$ cat config.mk
export PLATFORM = sky130hd
export DESIGN_NAME = adc_charge_balance
export DESIGN_NICKNAME = d
export VERILOG_FILES = /design/src/rtl/dmm_adc_pkg.sv /design/src/rtl/adc_phase_counter.sv /design/src/rtl/adc_charge_balance.sv
export SDC_FILE = /design/constraint.sdc
export NUM_CORES = 1
export LEC_CHECK = 0
export CAP_MARGIN = 20
export CELL_PAD_IN_SITES_DETAIL_PLACEMENT = 1
export CELL_PAD_IN_SITES_GLOBAL_PLACEMENT = 1
export CORE_ASPECT_RATIO = 1.1
export CORE_MARGIN = 3
export CORE_UTILIZATION = 38
export CTS_BUF_LIST = sky130_fd_sc_hd__clkbuf_8 sky130_fd_sc_hd__clkbuf_16
export DETAILED_ROUTE_END_ITERATION = 16
export GPL_TIMING_DRIVEN = 0
export HOLD_SLACK_MARGIN = 0.1
export MAX_ROUTING_LAYER = met4
export PLACE_DENSITY = 0.66
export SYNTH_ARGS = -nofsm -noshare
export SYNTH_HDL_FRONTEND = slang
export SYNTH_SLANG_ARGS = --single-unit
$ cat constraint.sdc
create_clock -name clk -period 9.7 [get_ports clk]
set_clock_uncertainty 0.15 [all_clocks]
set_input_delay 1.94 -clock clk [delete_from_list [all_inputs] [get_ports clk]]
set_output_delay 1.94 -clock clk [all_outputs]
set_load 0.02 [all_outputs]
$ cat src/rtl/dmm_adc_pkg.sv
// Shared types and codes for the integrating charge-balance ADC controller.
// Latency: n/a (types and constants only).
// Backpressure: n/a.
// Contents: FSM state encoding, reference-mux codes, nominal clock frequency.
package dmm_adc_pkg;

    typedef enum logic [2:0] {
        IDLE      = 3'd0,
        INT_RESET = 3'd1,
        RUNUP     = 3'd2,
        RUNDOWN   = 3'd3,
        DONE      = 3'd4
    } adc_state_t;

    localparam logic [1:0] REF_NONE = 2'd0;
    localparam logic [1:0] REF_POS  = 2'd1;
    localparam logic [1:0] REF_NEG  = 2'd2;

    // Nominal core clock; CYCLE_N = 20 gives a 1 us run-up cycle at this rate.
    localparam int CLK_FREQ = 20000000;

    // Reference that drives the integrator back toward zero for a given comparator sign.
    function automatic logic [1:0] ref_for(input logic integrator_pos);
        return integrator_pos ? REF_NEG : REF_POS;
    endfunction

endpackage

$ cat src/rtl/adc_phase_counter.sv
// Loadable saturating down-counter with a terminal-count pulse.
// Latency: load takes effect on the next clock; tc is combinational from the count.
// Backpressure: none; en simply freezes the count when low.
// Ports: load/load_val (load has priority), en (decrement), tc = en while count is zero.
module adc_phase_counter #(
    parameter int W = 24
) (
    input  logic         clk,
    input  logic         rst_n,
    input  logic         load,
    input  logic [W-1:0] load_val,
    input  logic         en,
    output logic         tc
);

    logic [W-1:0] cnt;

    always_ff @(posedge clk or negedge rst_n) begin
        if (!rst_n) begin
            cnt <= '0;
        end else if (load) begin
            cnt <= load_val;
        end else if (en && (cnt != '0)) begin
            cnt <= cnt - W'(1);
        end
    end

    assign tc = en && (cnt == '0);

endmodule

$ cat src/rtl/adc_charge_balance.sv
// Integrating charge-balance ADC controller: integrator reset, multislope run-up, single-slope rundown.
// Latency: valid rises 4 clocks after the raw comparator crosses in rundown (2 sync + DONE + latch).
// Backpressure: none; results are held as a level until the next trig, which always restarts a conversion.
// Ports: adc_measure_trig/clk_count_aperture_n start a conversion; comparator is asynchronous;
//        sw_int_reset/refmux drive the analogue switches; count_*/rundown_dir are latched results;
//        monitor = {rundown active, run-up active}.
// Build option: ADC_RUNDOWN_TIMEOUT_EN adds a rundown timeout and the overload output.
module adc_charge_balance
    import dmm_adc_pkg::*;
#(
    parameter int CYCLE_N       = 20,
    parameter int INT_RESET_N   = 100,
`ifdef ADC_RUNDOWN_TIMEOUT_EN
    parameter int RUNDOWN_MAX_N = 4000,
`endif
    parameter int CW            = 24
) (
    input  logic          clk,
    input  logic          reset_n,
    input  logic          adc_measure_trig,
    input  logic [CW-1:0] clk_count_aperture_n,
    input  logic          comparator,
    output logic          adc_measure_valid,
    output logic          sw_int_reset,
    output logic [1:0]    refmux,
    output logic [CW-1:0] count_up,
    output logic [CW-1:0] count_down,
    output logic [CW-1:0] count_rundown,
    output logic          rundown_dir,
`ifdef ADC_RUNDOWN_TIMEOUT_EN
    output logic          overload,
`endif
    output logic [1:0]    monitor
);

`ifdef ADC_RUNDOWN_TIMEOUT_EN
    localparam logic [CW-1:0] RD_LIMIT = CW'(RUNDOWN_MAX_N);
`endif

    function automatic logic [CW-1:0] sat_inc(input logic [CW-1:0] v);
        return (&v) ? v : v + CW'(1);
    endfunction

    // Reset asserts asynchronously, releases two clocks after reset_n rises.
    logic [1:0] rst_sync;
    logic       rst_n;

    always_ff @(posedge clk or negedge reset_n) begin
        if (!reset_n) begin
            rst_sync <= 2'b00;
        end else begin
            rst_sync <= {rst_sync[0], 1'b1};
        end
    end

    assign rst_n = rst_sync[1];

    // Comparator is asynchronous to clk; every decision uses comp_s.
    logic [1:0] comp_sync;
    logic       comp_s;

    always_ff @(posedge clk or negedge rst_n) begin
        if (!rst_n) begin
            comp_sync <= 2'b00;
        end else begin
            comp_sync <= {comp_sync[0], comparator};
        end
    end

    assign comp_s = comp_sync[1];

    adc_state_t    state;
    logic [CW-1:0] up_w;
    logic [CW-1:0] dn_w;
    logic [CW-1:0] rd_w;
    logic          dir_w;
`ifdef ADC_RUNDOWN_TIMEOUT_EN
    logic          ovl_w;
`endif

    logic          ir_tc;
    logic          cyc_tc;
    logic          ap_tc;
    logic          cyc_load;
    logic [CW-1:0] cyc_val;
    logic [CW-1:0] ap_val;

    // Integrator short: loaded on trig, counts out INT_RESET_N clocks of INT_RESET.
    adc_phase_counter #(.W(CW)) u_ir_cnt (
        .clk      (clk),
        .rst_n    (rst_n),
        .load     (adc_measure_trig),
        .load_val (CW'(INT_RESET_N - 1)),
        .en       (state == INT_RESET),
        .tc       (ir_tc)
    );

    // Run-up cycle timer: loaded with 0 on RUNUP entry so the first clock is a boundary,
    // then reloaded at every boundary to mark the next one CYCLE_N clocks later.
    assign cyc_load = adc_measure_trig || ir_tc || cyc_tc;
    assign cyc_val  = cyc_tc ? CW'(CYCLE_N - 1) : '0;

    adc_phase_counter #(.W(CW)) u_cyc_cnt (
        .clk      (clk),
        .rst_n    (rst_n),
        .load     (cyc_load),
        .load_val (cyc_val),
        .en       (state == RUNUP),
        .tc       (cyc_tc)
    );

    // Aperture timer: a zero aperture is loaded as 1 so run-up always performs one cycle.
    assign ap_val = (clk_count_aperture_n == '0) ? CW'(1) : clk_count_aperture_n;

    adc_phase_counter #(.W(CW)) u_ap_cnt (
        .clk      (clk),
        .rst_n    (rst_n),
        .load     (adc_measure_trig),
        .load_val (ap_val),
        .en       (state == RUNUP),
        .tc       (ap_tc)
    );

    always_ff @(posedge clk or negedge rst_n) begin
        if (!rst_n) begin
            state             <= IDLE;
            adc_measure_valid <= 1'b0;
            sw_int_reset      <= 1'b1;
            refmux            <= REF_NONE;
            count_up          <= '0;
            count_down        <= '0;
            count_rundown     <= '0;
            rundown_dir       <= 1'b0;
            up_w              <= '0;
            dn_w              <= '0;
            rd_w              <= '0;
            dir_w             <= 1'b0;
`ifdef ADC_RUNDOWN_TIMEOUT_EN
            overload          <= 1'b0;
            ovl_w             <= 1'b0;
`endif
        end else if (adc_measure_trig) begin
            // A trig restarts from any state, including DONE, so a half-finished
            // conversion is never latched and the old valid drops immediately.
            state             <= INT_RESET;
            adc_measure_valid <= 1'b0;
            sw_int_reset      <= 1'b1;
            refmux            <= REF_NONE;
            up_w              <= '0;
            dn_w              <= '0;
            rd_w              <= '0;
            dir_w             <= 1'b0;
`ifdef ADC_RUNDOWN_TIMEOUT_EN
            overload          <= 1'b0;
            ovl_w             <= 1'b0;
`endif
        end else begin
            case (state)
                IDLE: begin
                end
                INT_RESET: begin
                    if (ir_tc) begin
                        state        <= RUNUP;
                        sw_int_reset <= 1'b0;
                    end
                end
                RUNUP: begin
                    if (cyc_tc) begin
                        if (ap_tc) begin
                            state  <= RUNDOWN;
                            dir_w  <= comp_s;
                            refmux <= ref_for(comp_s);
                            rd_w   <= '0;
                        end else if (comp_s) begin
                            refmux <= REF_NEG;
                            dn_w   <= sat_inc(dn_w);
                        end else begin
                            refmux <= REF_POS;
                            up_w   <= sat_inc(up_w);
                        end
                    end
                end
                RUNDOWN: begin
                    if (comp_s != dir_w) begin
                        state        <= DONE;
                        refmux       <= REF_NONE;
                        sw_int_reset <= 1'b1;
                    end
`ifdef ADC_RUNDOWN_TIMEOUT_EN
                    else if (rd_w == RD_LIMIT) begin
                        state        <= DONE;
                        refmux       <= REF_NONE;
                        sw_int_reset <= 1'b1;
                        ovl_w        <= 1'b1;
                    end
`endif
                    else begin
                        rd_w <= sat_inc(rd_w);
                    end
                end
                DONE: begin
                    count_up          <= up_w;
                    count_down        <= dn_w;
                    count_rundown     <= rd_w;
                    rundown_dir       <= dir_w;
`ifdef ADC_RUNDOWN_TIMEOUT_EN
                    overload          <= ovl_w;
`endif
                    adc_measure_valid <= 1'b1;
                    state             <= IDLE;
                end
                default: begin
                    state <= IDLE;
                end
            endcase
        end
    end

    assign monitor = {state == RUNDOWN, state == RUNUP};

endmodule

; After elaboration in Yosys (flattened, before gate mapping)
; Index checks and enable logic that the tools add are counted.
[op_classes]
n_addsub = 6
n_mul = 0
div = 0
magnitude_cmp = 0
n_eq_ne = 16
shift = 0
muxes = 47
bitwise = 1
reduce_logical = 37
[op_table]
columns = op, n
row1 = 24-bit 2-to-1 mux, 24
row2 = 24-bit zero test, 4
row3 = "24-bit by 1-bit adder with 24-bit output, second input constant", 3
row4 = 24-bit AND reduction, 3
row5 = 24-bit nonzero test, 3
row6 = "24-bit by 1-bit subtractor with 24-bit output, second input constant", 3
row7 = 24-bit one-hot mux with 2 select lines, 1
row8 = 5-bit AND reduction, 4
row9 = 2-bit nonzero test, 8
row10 = 3-bit 2-to-1 mux, 5
row11 = "3-bit != test, second input constant", 5
row12 = 3-bit one-hot mux with 4 select lines, 1
row13 = "2-bit != test, second input constant", 5
row14 = 1-bit 2-to-1 mux, 9
row15 = 3-bit AND reduction, 3
row16 = 2-bit 2-to-1 mux, 4
row17 = "3-bit by 2-bit == test with 1-bit output, second input constant", 2
row18 = 1-bit logical AND, 6
row19 = 3-bit nonzero test, 2
row20 = 5-bit 2-to-1 mux, 1
row21 = 2-bit one-hot mux with 2 select lines, 1
row22 = "3-bit by 1-bit == test with 1-bit output, second input constant", 1
row23 = "3-bit == test, second input constant", 1
row24 = 3-bit zero test, 1
row25 = other kinds (6), 7
[totals]
ff_bits = 229
latchBits = 0
ram_bits = 0
mem_bits_ro = 0
memories = 0

; Longest topological paths before layout
; Gate-level depths: netlist (run 1).
[depth]
word_depth = 7
ltp_mapped = 10
depth_no_buf = 8

; By module
; Synthesis (run 1) repeated with hierarchy kept, for this count alone.
[hier_totals]
cells_unflattened = 1225
area_unflattened_um2 = 12361.9
[modules_own_cells]
columns = mod, instances, cells_per_inst, area_per_inst_um2, seq_area_each_um2
row1 = adc_charge_balance, 1, 680, 7448.4, 3930.0
row2 = adc_phase_counter at u_ap_cnt ..., 2, 187, 1677.9, 600.6
row3 = adc_phase_counter at u_ir_cnt, 1, 171, 1557.7, 600.6

; Worst setup path before layout (run 1)
; No wires, ideal clock.
[synth_timing]
path_type = input to register
from = in adc_measure_trig
to = reg count_down[0]
setup_time_ns = 0.125
arrival_time_ns = 3.504
slack_ns = 5.922
cell_stages = 5
path_cell_list = clkbuf_1 nor4b_1 clkbuf_1 clkbuf_1 mux2_2
[synth_between]
elab_chain_len = 2
[synth_rtl]
columns = item, line_no
row1 = start: declaration, adc_charge_balance.sv:20  ; input logic adc_measure_trig,
row2 = 1-bit NOT (no line), n/a
row3 = 2-bit AND reduction (no line), n/a
row4 = end signal: assignment, adc_charge_balance.sv:203  ; count_down <= dn_w;
row5 = end: declaration, adc_charge_balance.sv:27  ; output logic [CW-1:0] count_down,
; No other way between the ends.
; A chain may end at the register's enable or synchronous reset.

; Worst setup path in the final report (run 1)
[layout_timing]
from = reg state[1]
to = out monitor[0]
[layout_between]
elab_chain_len = 1
[layout_rtl]
columns = item, line_no
row1 = start: declaration, adc_charge_balance.sv:72  ; adc_state_t state;
row2 = start signal: assignment, adc_charge_balance.sv:126  ; state <= IDLE;
row3 = start signal: assignment, adc_charge_balance.sv:145  ; state <= INT_RESET;
row4 = start signal: assignment, adc_charge_balance.sv:163  ; state <= RUNUP;
row5 = 3-bit by 2-bit == test with 1-bit output, n/a
row6 = end: declaration, adc_charge_balance.sv:33  ; output logic [1:0] monitor
; No other way between the ends.

==> metrics.md, run 1 <==
| Metric | Value |
|---|---|
| Min-delay src | comp_sync[0]$_DFF_PN0_ |
| Vias | 8979 |
| TritonCTS clock tree | yes |
| Fmax | 0.203 GHz |
| RSZ-0062 raised after global routing | no |
| WP data required | 7.61 ns |
| Initial cell density of the core | 0.388 |
| Gr usage total | 0.211 |
| Count of final setup violators | 0 |
| Detailed router's first-iteration violation count | 509 |
| Mapped cell area | 11200 um^2 |
| Cts bufs inserted | 26 |
| Global placement routability congestion | 0.828 |
| Antenna violations before repair | 0 |
| CTS Hold Bufs | 0 |
| Cts repair resizes | 0 |
| Max Slew Vio Count | 0 |
| Syn avg cell area | 10.2 um^2 |
| Worst R2R Setup Slack | 5.82 ns |
| Netlist cell types | 56 |
| Clock Tree Buf Depth | 3 |
| Max cap viols | 0 |
| DRC | 0 |
| Final wirelength | 31600 um |
| Commonest non-fill, non-tap cell in the layout | dfrtp_1 |
| Status | completed |
| Period utilisation layout | 0.509 |
| Pint | 0.00181 W |
| Clock power frac | 0.504 |
| Ys async rst share | 1.00 |
| Vias in the first global route | 9572 |
| First-pass GRT wire length | 52400 um |
| Cell taking the most area after synthesis | dfrtp_1 |
| Post-synth EDFFs | 0 |
| Die area | 31500 um^2 |
| P&R area growth vs syn | 24.0% |
| FF-to-FF path depth | 9 |
| Share of the synthesized area in the top cell type | 0.511 |
| Clock-pin slew on the worst setup and hold paths | 0.06 ns |
| Sw Share | 0.233 |
| Worst EP arrival | 2.85 ns |
| Peak VDD IR | 99.1 uV |
| Commonest non-fill, non-tap cells in the layout | dfrtp_1 (227), nor2_1 (109), clkdlybuf4s50_1 (106), mux2_2 (87), nand2_1 (86) |
| Worst r2r src | u_ap_cnt.cnt[6]$_DFFE_PN0P_ |
| Synth Warn # | 0 |
| Syn Nets | 1127 |
| Ant diodes | 0 |
| Layout cells sized above 1 | 0.129 |
| CTS Sinks | 229 |
| Seq cells post-synth | 229 |
| Total Power | 0.00236 W |
| Startpoint Class | flip-flop |
| DIE HEIGHT | 186 um |
| Largest cells by area after synthesis | dfrtp_1 (51%), mux2_2 (8.8%), nor2_1 (3.7%), xor2_1 (3.4%), nand2_1 (2.9%) |
| Count of final hold-check violations | 0 |
| Horiz. Die Dim | 169 um |
| Final min period | 4.94 ns |
| Core Footprint | 28800 um^2 |
| Worst-Margin Slew | 1.08 ns |
| IO buf count | 106 |
| Fillers | 3248 |
| Crit Path Class | reg -> out |
| Largest net degree at the start of global routing | 59 |
| Sequential share of power | 0.426 |
| Synth Instances | 1091 |
| Io pins | 107 |
| Routed Antenna Nets | 0 |
| Critical path peak fanout | 9 |
| Combinational power share | 0.069 |
| Grt ovf | 0 |
| Top FF cell, synth | dfrtp_1 |
| Routed wire length per instance | 19.5 um |
| Vias per std cell | 5.55 |
| DP Wirelength | 22600 um |
| Worst hold path class | reg -> reg |
| Row Count | 65 |
| Clk_lat worst skew | 0.53 ns |
| Worst relative slew slack | 0.276 |
| PD cells | 171 nW/um^2 |
| Worst setup EP type | output pin |
| Psw | 0.000550 W |
| Nets | 1267 |
| Cell at the root of the clock tree | clkbuf_16 |
| Reg2Reg Capture Point | rd_w[23]$_DFFE_PN0P_ |
| Hold Crit Depth | 0 |
| Htree depth | 1 |
| Drt first pass iters | 6 |
| Worst Hold Path EP | comp_sync[1]$_DFF_PN0_ |
| Final Util | 0.481 |
| Pleak | 5.78 nW |
| Number of setup buffers added after CTS | 0 |
| Sequential share of the synthesized area | 0.513 |
==> synthesized netlist by cell type (5+ instances only) <==
cell and number:
and4b_1 5, dfrtp_1 228, and4_1 8, a31oi_1 14, inv_1 20, nor3_1 23, or3_1 26, xnor2_1 34
o21ai_0 55, and3_1 16, and2_1 7, or4_1 23, nand4_1 23, nand4b_1 8, clkbuf_1 44, a21oi_1 51
xor2_1 44, ha_1 8, mux2_2 87, nor2b_1 5, nand2_1 86, nand3_1 56, nor2_1 109, nor4b_1 6
or2_2 5, o31ai_1 16, nor4_1 35
==> power groups by stage <==
stage                     clock network (W)  logic [W]  registers (W)
after floorplan                           0  0.0000943        0.00103
after global routing                0.00126   0.000184        0.00101
after CTS                           0.00122   0.000167        0.00101
final                               0.00119   0.000164        0.00101
after detailed placement                  0   0.000165        0.00102
after global placement                    0   0.000140        0.00104
==> metrics by stage <==
stage	std cells	setup slack (ns)	setup TNS, ns	hold slack [ns]	area, um^2
floorplan	1091	2.70	0	0.181	11200
global placement	1565	-0.533	-116.14	0.187	12700
detailed placement	1569	4.43	0	0.187	12800
CTS	1617	4.80	0	0.202	13800
global route	1619	4.62	0	0.217	13900
finish	1619	4.76	0	0.202	13900
==> kinds of logic after synthesis <==
family | share of synthesized area
AND/OR/NAND/NOR | 0.216
AO/OA/AOI/OAI | 0.0886
XOR/XNOR | 0.0611
flip-flops | 0.513
other | 0.000336
multiplexers | 0.0886
adder cells (fa/ha/maj) | 0.00896
buffers and inverters | 0.0236
==> cell type report <==
type / count / area, um^2 / area share
tap: 368 / 460 / 0.0332
clock inverter: 18 / 329 / 0.0237
multi-input combinational: 793 / 5180 / 0.374
timing repair buffer: 112 / 1180 / 0.0849
inverter: 22 / 82.6 / 0.00596
sequential: 229 / 5740 / 0.414
clock buffer: 30 / 717 / 0.0517
buffer: 47 / 181 / 0.0131
==> state kept, by name, summed over array words and instances, names as in the netlist <==
name	cells
count_down	24
count_rundown	24
count_up	24
dn_w	24
rd_w	24
u_ap_cnt.cnt	24
u_cyc_cnt.cnt	24
u_ir_cnt.cnt	24
up_w	24
state	3
comp_sync	2
refmux	2
rst_sync	2
adc_measure_valid	1
dir_w	1
rundown_dir	1
sw_int_reset	1
==> critical path, cell delays in order (launching register included) <==
cell and delay (ns):
dfrtp_1 0.45, or3b_2 0.22, clkbuf_1 0.35, clkinv_1 0.49
buf_4 0.28, clkdlybuf4s50_1 0.53
==> worst max-delay path by stage <==
stage | from | end | slack (ns) | cells after the start
floorplan | rst_sync[1]$_DFF_PN0_ | adc_measure_valid$_DFFE_PN0P_ | 2.70 | 0
global placement | rst_sync[1]$_DFF_PN0_ | count_up[8]$_DFFE_PN0P_ | -0.53 | 0
detailed placement | adc_measure_trig | count_up[19]$_DFFE_PN0P_ | 4.43 | 6
CTS | state[1]$_DFFE_PN0P_ | monitor[0] | 4.80 | 5
global route | state[1]$_DFFE_PN0P_ | monitor[0] | 4.62 | 5
finish | state[1]$_DFFE_PN0P_ | monitor[0] | 4.76 | 5
==> routing by layer <==
layer	global-route usage	part of all wire	wire, um
met5	-	0	0
met4	0.0442	0.016	507
met3	0.0340	0.041	1300
met2	0.354	0.49	15500
met1	0.273	0.45	14400
Power figures use the tool's default switching activity.
==> run 2, diff against run 1 <==
clock period = 5.15 ns   (was 9.7 ns; I/O delays follow)
==> run 2 against run 1 <==
Net effect: clock power is 93% higher; hold slack worse by 0.086 ns; sequential share of layout area is 0.093 points lower; critical path depth stayed put; routed wire length is 0.75% higher; non-clock buffer count is 2 lower; register-to-register slack worse by 4.6 ns; first-iteration DRC count is 14% lower; die area stayed put; global-route usage hardly changed; sequential cell count stayed put; clock-buffer cell count is 1 higher; critical path type unchanged; critical endpoint unchanged; highest routed layer unchanged.
==> metrics.md, run 2 (synthesis results as in run 1) <==
| Metric | Value |
|---|---|
| Max cap viols | 0 |
| Nets | 1266 |
| CTS Sinks | 229 |
| Clock power frac | 0.510 |
| Htree depth | 1 |
| Clock-pin slew on the worst setup and hold paths | 0.06 ns |
| Fmax | 0.253 GHz |
| Ant diodes | 0 |
| First-pass GRT wire length | 52300 um |
| CTS Hold Bufs | 0 |
| Layout cells sized above 1 | 0.128 |
| Gr usage total | 0.211 |
| TritonCTS clock tree | yes |
| Cts repair resizes | 0 |
| Post-placement cell area | 12800 um^2 |
| Clk_lat worst skew | 0.54 ns |
| Count of final setup violators | 0 |
| Worst EP arrival | 2.77 ns |
| Commonest non-fill, non-tap cell in the layout | dfrtp_1 |
| Clock Tree Buf Depth | 3 |
| Vias in the first global route | 9571 |
| Final min period | 3.95 ns |
| DRC | 0 |
| Routed Antenna Nets | 0 |
| Commonest non-fill, non-tap cells in the layout | dfrtp_1 (227), nor2_1 (109), clkdlybuf4s50_1 (106), mux2_2 (87), nand2_1 (86) |
| Critical path peak fanout | 9 |
| Psw | 0.00103 W |
| P&R area growth vs syn | 24.3% |
| Drt first pass iters | 4 |
| Io pins | 107 |
| Post-route cell area | 13900 um^2 |
| WP data required | 3.97 ns |
| IO buf count | 106 |
| Largest net degree at the start of global routing | 63 |
| Global placement routability congestion | 0.791 |
| Worst relative slew slack | 0.266 |
| DIE HEIGHT | 186 um |
| Detailed router's first-iteration violation count | 438 |
| Final WS setup | 1.20 ns |
| Peak VDD IR | 267 uV |
| RSZ-0062 raised after global routing | no |
| Pre-CTS setup slack | 0.833 ns |
| Number of setup buffers added after CTS | 0 |
| Die area | 31500 um^2 |
| Period utilisation layout | 0.767 |
| PD cells | 325 nW/um^2 |
| Grt ovf | 0 |
| Count of final hold-check violations | 0 |
| Sw Share | 0.228 |
| Final wirelength | 31900 um |
| Initial cell density of the core | 0.388 |
| Crit Path Class | reg -> out |
| Antenna violations before repair | 0 |
| Routed wire length per instance | 19.7 um |
| Startpoint Class | flip-flop |
| DP Wirelength | 22400 um |
| Sequential share of power | 0.420 |
| Max Slew Vio Count | 0 |
| Core Footprint | 28800 um^2 |
| Pint | 0.00348 W |
| Vias per std cell | 5.54 |
| Cts bufs inserted | 27 |
| Pleak | 5.80 nW |
| Row Count | 65 |
| Status | completed |
| Worst hold path class | reg -> async |
| Worst setup EP type | output pin |
| Worst-Margin Slew | 1.09 ns |
| Cell at the root of the clock tree | clkbuf_16 |
| Vias | 8969 |
| Combinational power share | 0.069 |
| Horiz. Die Dim | 169 um |
[run 2: power groups by stage]
stage | clock network (W) | registers, W | logic, W
floorplan | 0 | 0.00194 | 0.000178
global placement | 0 | 0.00196 | 0.000263
detailed placement | 0 | 0.00193 | 0.000313
CTS | 0.00236 | 0.00190 | 0.000318
global route | 0.00244 | 0.00190 | 0.000348
finish | 0.00230 | 0.00190 | 0.000313
[run 2: cell type report]
cell class                 instances  area [um^2]
buffer                            47          181
clock buffer                      31          731
clock inverter                    19          352
fill                            3224        14900
inverter                          22         82.6
multi-input combinational        793         5180
sequential                       229         5740
tap                              368          460
timing repair buffer             110         1170
[run 2: metal layers]
layer,global-route usage,share of wire,vias up
met5,-,0,-
met4,0.0530,0.024,0
met3,0.0344,0.042,53
met2,0.351,0.48,155
met1,0.272,0.45,4535
li1,-,-,4226
[run 2: worst paths after layout]
path / start / endpoint / slack (ns) / cells past startpoint
setup / recovery: state[1]$_DFFE_PN0P_ / monitor[0] / 1.20 / 5
hold / removal: rst_sync[1]$_DFF_PN0_ / count_rundown[13]$_DFFE_PN0P_ / 0.12 / 0
setup reg to reg: u_ap_cnt.cnt[6]$_DFFE_PN0P_ / rd_w[7]$_DFFE_PN0P_ / 1.27 / 9
hold reg to reg: rst_sync[1]$_DFF_PN0_ / count_rundown[13]$_DFFE_PN0P_ / 0.12 / 0
max in group asynchronous: rst_sync[1]$_DFF_PN0_ / up_w[14]$_DFFE_PN0P_ / 3.52 / 3
min in group clk: comp_sync[0]$_DFF_PN0_ / comp_sync[1]$_DFF_PN0_ / 0.21 / 0
[run 2: per-stage QoR]
| stage | hold slack [ns] | instances | total power (W) | utilization | setup TNS [ns] |
|---|---|---|---|---|---|
| finish | 0.116 | 1619 | 0.00451 | 0.482 | 0 |
| global route | 0.144 | 1619 | 0.00469 | 0.482 | 0 |
| CTS | 0.134 | 1619 | 0.00457 | 0.482 | 0 |
| detailed placement | 0.125 | 1569 | 0.00224 | 0.445 | 0 |
| global placement | 0.185 | 1565 | 0.00222 | 0.441 | -114.06 |
| floorplan | 0.181 | 1091 | 0.00212 | - | 0 |
[run 2: critical path, cell delays in order (launching register included)]
cell and delay (ns):
dfrtp_1 0.46, or3b_2 0.22, clkbuf_1 0.33, clkinv_1 0.44, buf_4 0.26, clkdlybuf4s50_1 0.53
